**config.mk**
```make
export PLATFORM = sky130hd
export DESIGN_NAME = fnd_scan
export DESIGN_NICKNAME = d
export VERILOG_FILES = /design/src/rtl/fnd_scan.sv
export SDC_FILE = /design/constraint.sdc
export NUM_CORES = 1
export LEC_CHECK = 0
export ABC_AREA = 0
export BUFFER_PORTS_ARGS = -buffer_cell sky130_fd_sc_hd__buf_2
export CORE_ASPECT_RATIO = 0.5
export CORE_MARGIN = 2
export CORE_UTILIZATION = 47
export CTS_BUF_LIST = sky130_fd_sc_hd__clkbuf_16
export DETAILED_ROUTE_END_ITERATION = 8
export GPL_TIMING_DRIVEN = 0
export PLACE_DENSITY = 0.7
export SYNTH_ARGS = -nofsm -noshare
export SYNTH_HDL_FRONTEND = slang
export SYNTH_SLANG_ARGS = --single-unit
```
**constraint.sdc**
```tcl
create_clock -name clk -period 2.26 [get_ports clk]
set_input_delay 0.339 -clock clk [delete_from_list [all_inputs] [get_ports clk]]
set_output_delay 0.339 -clock clk [all_outputs]
set_load 0.02 [all_outputs]
```
**src/rtl/fnd_scan.sv**
```systemverilog
// Eight-digit multiplexed 7-segment scan driver with shadow/active double buffering.
// Optional leading-zero blanking is enabled by defining FND_LZ_BLANK_EN.
module fnd_scan #(
  parameter int unsigned SCAN_DIV  = 2048,
  parameter int unsigned BLANK_CYC = 64
) (
  input  logic        clk,
  input  logic        rst,
  input  logic [31:0] digits,
  input  logic [7:0]  dp_mask,
  input  logic        load,
  output logic [7:0]  fnd_row,
  output logic [7:0]  seg,
  output logic        frame_done
);

  localparam int unsigned MAX_CYC = (SCAN_DIV > BLANK_CYC) ? SCAN_DIV : BLANK_CYC;
  localparam int unsigned CNT_W   = (MAX_CYC > 1) ? $clog2(MAX_CYC) : 1;

  typedef enum logic {
    ST_BLANK = 1'b0,
    ST_DRIVE = 1'b1
  } state_t;

  state_t           state, state_nxt;
  logic [CNT_W-1:0] cnt, cnt_nxt;
  logic [2:0]       idx, idx_nxt;
  logic             wrap_c;
  logic [31:0]      shadow_digits, act_digits;
  logic [7:0]       shadow_dp, act_dp;
  logic [7:0]       row_nxt, seg_nxt;
  logic [3:0]       cur_digit_c;
  logic [6:0]       seg_dec_c;
  logic [7:0]       lz_blank_c;

  // Hex to {A..G} segment decode
  function automatic logic [6:0] hex_to_seg(input logic [3:0] d);
    case (d)
      4'h0: hex_to_seg = 7'b1111110;
      4'h1: hex_to_seg = 7'b0110000;
      4'h2: hex_to_seg = 7'b1101101;
      4'h3: hex_to_seg = 7'b1111001;
      4'h4: hex_to_seg = 7'b0110011;
      4'h5: hex_to_seg = 7'b1011011;
      4'h6: hex_to_seg = 7'b1011111;
      4'h7: hex_to_seg = 7'b1110000;
      4'h8: hex_to_seg = 7'b1111111;
      4'h9: hex_to_seg = 7'b1111011;
      4'hA: hex_to_seg = 7'b1110111;
      4'hB: hex_to_seg = 7'b0011111;
      4'hC: hex_to_seg = 7'b1001110;
      4'hD: hex_to_seg = 7'b0111101;
      4'hE: hex_to_seg = 7'b1001111;
      default: hex_to_seg = 7'b1000111;
    endcase
  endfunction

  assign cur_digit_c = act_digits[{idx, 2'b00} +: 4];
  assign seg_dec_c   = hex_to_seg(cur_digit_c);

`ifdef FND_LZ_BLANK_EN
  // Digit n blanks while it and every more-significant digit are zero; digit 0 always shows
  always_comb begin
    logic all_zero;
    all_zero   = 1'b1;
    lz_blank_c = '0;
    for (int n = 7; n >= 1; n--) begin
      all_zero      = all_zero & (act_digits[4*n +: 4] == 4'h0);
      lz_blank_c[n] = all_zero;
    end
  end
`else
  assign lz_blank_c = '0;
`endif

  // Next-state logic and pre-register output values
  always_comb begin
    state_nxt = state;
    cnt_nxt   = cnt + CNT_W'(1);
    idx_nxt   = idx;
    wrap_c    = 1'b0;
    row_nxt   = '0;
    seg_nxt   = '0;
    case (state)
      ST_BLANK: begin
        if (cnt == CNT_W'(BLANK_CYC - 1)) begin
          state_nxt = ST_DRIVE;
          cnt_nxt   = '0;
        end
      end
      ST_DRIVE: begin
        row_nxt = 8'(1) << idx;
        seg_nxt = {(lz_blank_c[idx] ? 7'b0 : seg_dec_c), act_dp[idx]};
        if (cnt == CNT_W'(SCAN_DIV - 1)) begin
          state_nxt = ST_BLANK;
          cnt_nxt   = '0;
          idx_nxt   = idx + 3'd1;
          wrap_c    = (idx == 3'd7);
        end
      end
      default: state_nxt = ST_BLANK;
    endcase
  end

  // State, registered outputs and buffers; the copy uses the pre-load shadow value
  always_ff @(posedge clk) begin
    if (rst) begin
      state         <= ST_BLANK;
      cnt           <= '0;
      idx           <= '0;
      fnd_row       <= '0;
      seg           <= '0;
      frame_done    <= 1'b0;
      shadow_digits <= '0;
      shadow_dp     <= '0;
      act_digits    <= '0;
      act_dp        <= '0;
    end else begin
      state      <= state_nxt;
      cnt        <= cnt_nxt;
      idx        <= idx_nxt;
      fnd_row    <= row_nxt;
      seg        <= seg_nxt;
      frame_done <= wrap_c;
      if (load) begin
        shadow_digits <= digits;
        shadow_dp     <= dp_mask;
      end
      if (frame_done) begin
        act_digits <= shadow_digits;
        act_dp     <= shadow_dp;
      end
    end
  end

endmodule

```
==> out/results.txt <==
Antenna diode count: 0
Fin crit period: 2.19 ns
Clock Skews: 0.00519 ns
Detailed Route WL: 9.13 mm
Most frequent cells in the layout: 111 x dfxtp_1, 100 x nor2_1, 87 x mux2i_1
Final setup viols: 0
Syn Area/Cell: 10.5 um2
DRT Pass-1 Iters: 4
Clk sink count: 112
Primary FF master, synth: dfxtp_1
FFs w/ async S/R, synth: 0%
Synth warn: 0
Synth Register Bits: 112
Final Hold Viols: 0
Fin. max-slew vios: 0
Worst path bufs/invs: 1
Clk Latency, worst-skew pair: 0.34 ns
Initial DRC Count: 181
CP max stage delay: 0.57 ns
Hpwl dp: 6.57 mm
DIE AREA: 10,500 um2
Synth Cell Area: 4540 um2
Crit path cell chain: buf_6, mux4_2, mux2i_4, a21oi_2, or4b_1, nand3_1
Critical Path Fanout Max: 10
Root Buffer: clkbuf_16
DR vias/cell: 4.97
RSZ-0062 raised after global routing: no
Outcome: complete, no violations
First-pass GRT wire length: 14.7 mm
Peak supply drop: 424 uV
Chip width: 143 um
Slew @ Worst Pin: 0.830 ns
Worst path top cell family by delay: multiplexers
Vias in the first global route: 2,978
Design area: 5360 um2
Share of cells above drive strength 1: 19.7%
Fin cells: 643
Fmax: 457 MHz
Via count: 3,198
WS Path Type: reg2reg
Element type at the critical path end: register
Setup TNS: 0 ns
Placed cells: 624
IO Port Bufs: 57
Clock slew at reported path FFs: 0.07 ns
DR WL/cell: 14.2 um
Grt ovf: 0
Placed cell area: 5010 um2
All-Layer GR Usage: 18.4%
Req. time, crit path: 2.55 ns
Top Ports: 60
CTS Buf Count: 9
Final nets: 559
Die Span Y: 73.5 um
Max cap viols: 0
Initial Util: 48.2%
Largest net degree at the start of global routing: 19
Rows: 25
Period Utilization, post-route: 96.8%
ANT nets after route: 0
Initial antenna violation count: 0
Syn_nets: 488
Slowest stage cell, crit path: mux4_2
Routability Congestion: 0.876
Final core utilization: 57.0%
Worst min path class: in2reg
CP arrival: 2.48 ns
Most common cell after layout, fill and taps aside: dfxtp_1
DRC violations left: 0
CTS tree: built
Yosys cell types: 39
Post-synth EDFFs: 0
Clock Tree Buf Depth: 2
Mapped Cells: 432
Core ar.: 9420 um2
Static Leak: 2.20 nW
Worst slew margin: 44.7%
Htree depth: 3
Area Growth Syn to Fin: 18.2%
Sequential element share of the synthesized area: 49.4%
P per Cell Area: 706 nW/um2
CP Launch Type: register
area by class of cell:
cell class / instances / area, um2
timing repair buffer: 60 / 308
tap: 135 / 169
inverter: 6 / 22.5
clock buffer: 9 / 225
buffer: 25 / 121
clock inverter: 7 / 70.1
fill: 832 / 4050
multi-input combinational: 289 / 2200
sequential: 112 / 2250
metal layers:
metal	GRT usage, %	part of all wire (%)	vias up
met5	0	0	-
met2	28.7	43	56
met3	5.61	3.8	5
met4	4.40	0.74	0
met1	25.3	53	1507
li1	-	-	1630
where the power goes:
group	internal, mW	total (mW)	switching [mW]
clock	0.862	1.58	0.717
combinational	0.0782	0.164	0.0860
sequential	2.02	2.05	0.0278
total	2.96	3.79	0.831
metrics by stage:
| step | hold WS [ns] | setup WS, ns | total power [mW] |
|---|---|---|---|
| after CTS | 0.218 | 0.00718 | 3.83 |
| final | 0.229 | 0.0717 | 3.79 |
| after global routing | 0.222 | 0.000655 | 3.93 |
| after global placement | 0.446 | -0.459 | 2.26 |
| after floorplan | 0.430 | 0.00361 | 2.19 |
| after detailed placement | 0.459 | -0.479 | 2.26 |
flip-flops by register name, indices dropped and copies added, names as in the netlist:
register       flops
act_digits        32
cnt               11
frame_done         1
act_dp             8
state              1
fnd_row            8
idx                3
shadow_digits     32
shadow_dp          8
seg                8
logic make-up after synthesis:
family | after synthesis | synth area share (%)
DFF | 112 | 49.4
AOI/OAI and AO/OA | 24 | 3.97
buffers and inverters | 31 | 2.76
and+or+nand+nor | 143 | 13.7
xor gates and xnor gates | 8 | 1.54
muxes | 101 | 25.0
adders and majority gates | 13 | 3.58
timing repair:
item	in CTS	in global routing
buffers inserted	1	2
gates resized for setup	9	4
cloned	0	0
hold buffers	0	0
endpoints found under the hold margin	0	0
pin swaps	0	2
setup endpoints to repair	7	5
cell usage after synthesis (all sizes together), types with 2 or more instances:
| cell | number | share of area, % |
|---|---|---|
| mux4 | 8 | 4.1 |
| xor2 | 4 | 0.77 |
| nand2 | 7 | 0.58 |
| and3 | 7 | 0.96 |
| xnor2 | 4 | 0.77 |
| buf | 8 | 0.85 |
| nand3 | 11 | 1.2 |
| o21ai | 6 | 0.66 |
| nor2 | 100 | 8.3 |
| dfxtp | 112 | 49 |
| inv | 6 | 0.50 |
| mux2 | 3 | 0.74 |
| mux2i | 90 | 20 |
| a21oi | 6 | 0.74 |
| nor3b | 4 | 0.66 |
| clkbuf | 17 | 1.4 |
| nor2b | 3 | 0.41 |
| a221oi | 4 | 0.77 |
| nor3 | 4 | 0.44 |
| nand2b | 2 | 0.28 |
| ha | 13 | 3.6 |
final timing paths:
path,slack [ns],end,start,cells after the start
max,0.07,seg[7],idx[0],6
max reg2reg,0.07,seg[7],idx[0],6
min,0.23,shadow_digits[28],digits[28],3
min reg2reg,0.47,cnt[0],cnt[0],1
worst reg2reg max path, stage by stage (launching register included):
cell,delay (ns)
dfxtp_1,0.39
buf_6,0.20
mux4_2,0.57
mux2i_4,0.31
a21oi_2,0.08
or4b_1,0.50
nand3_1,0.08
No activity file was read; power rests on OpenSTA's default activity.
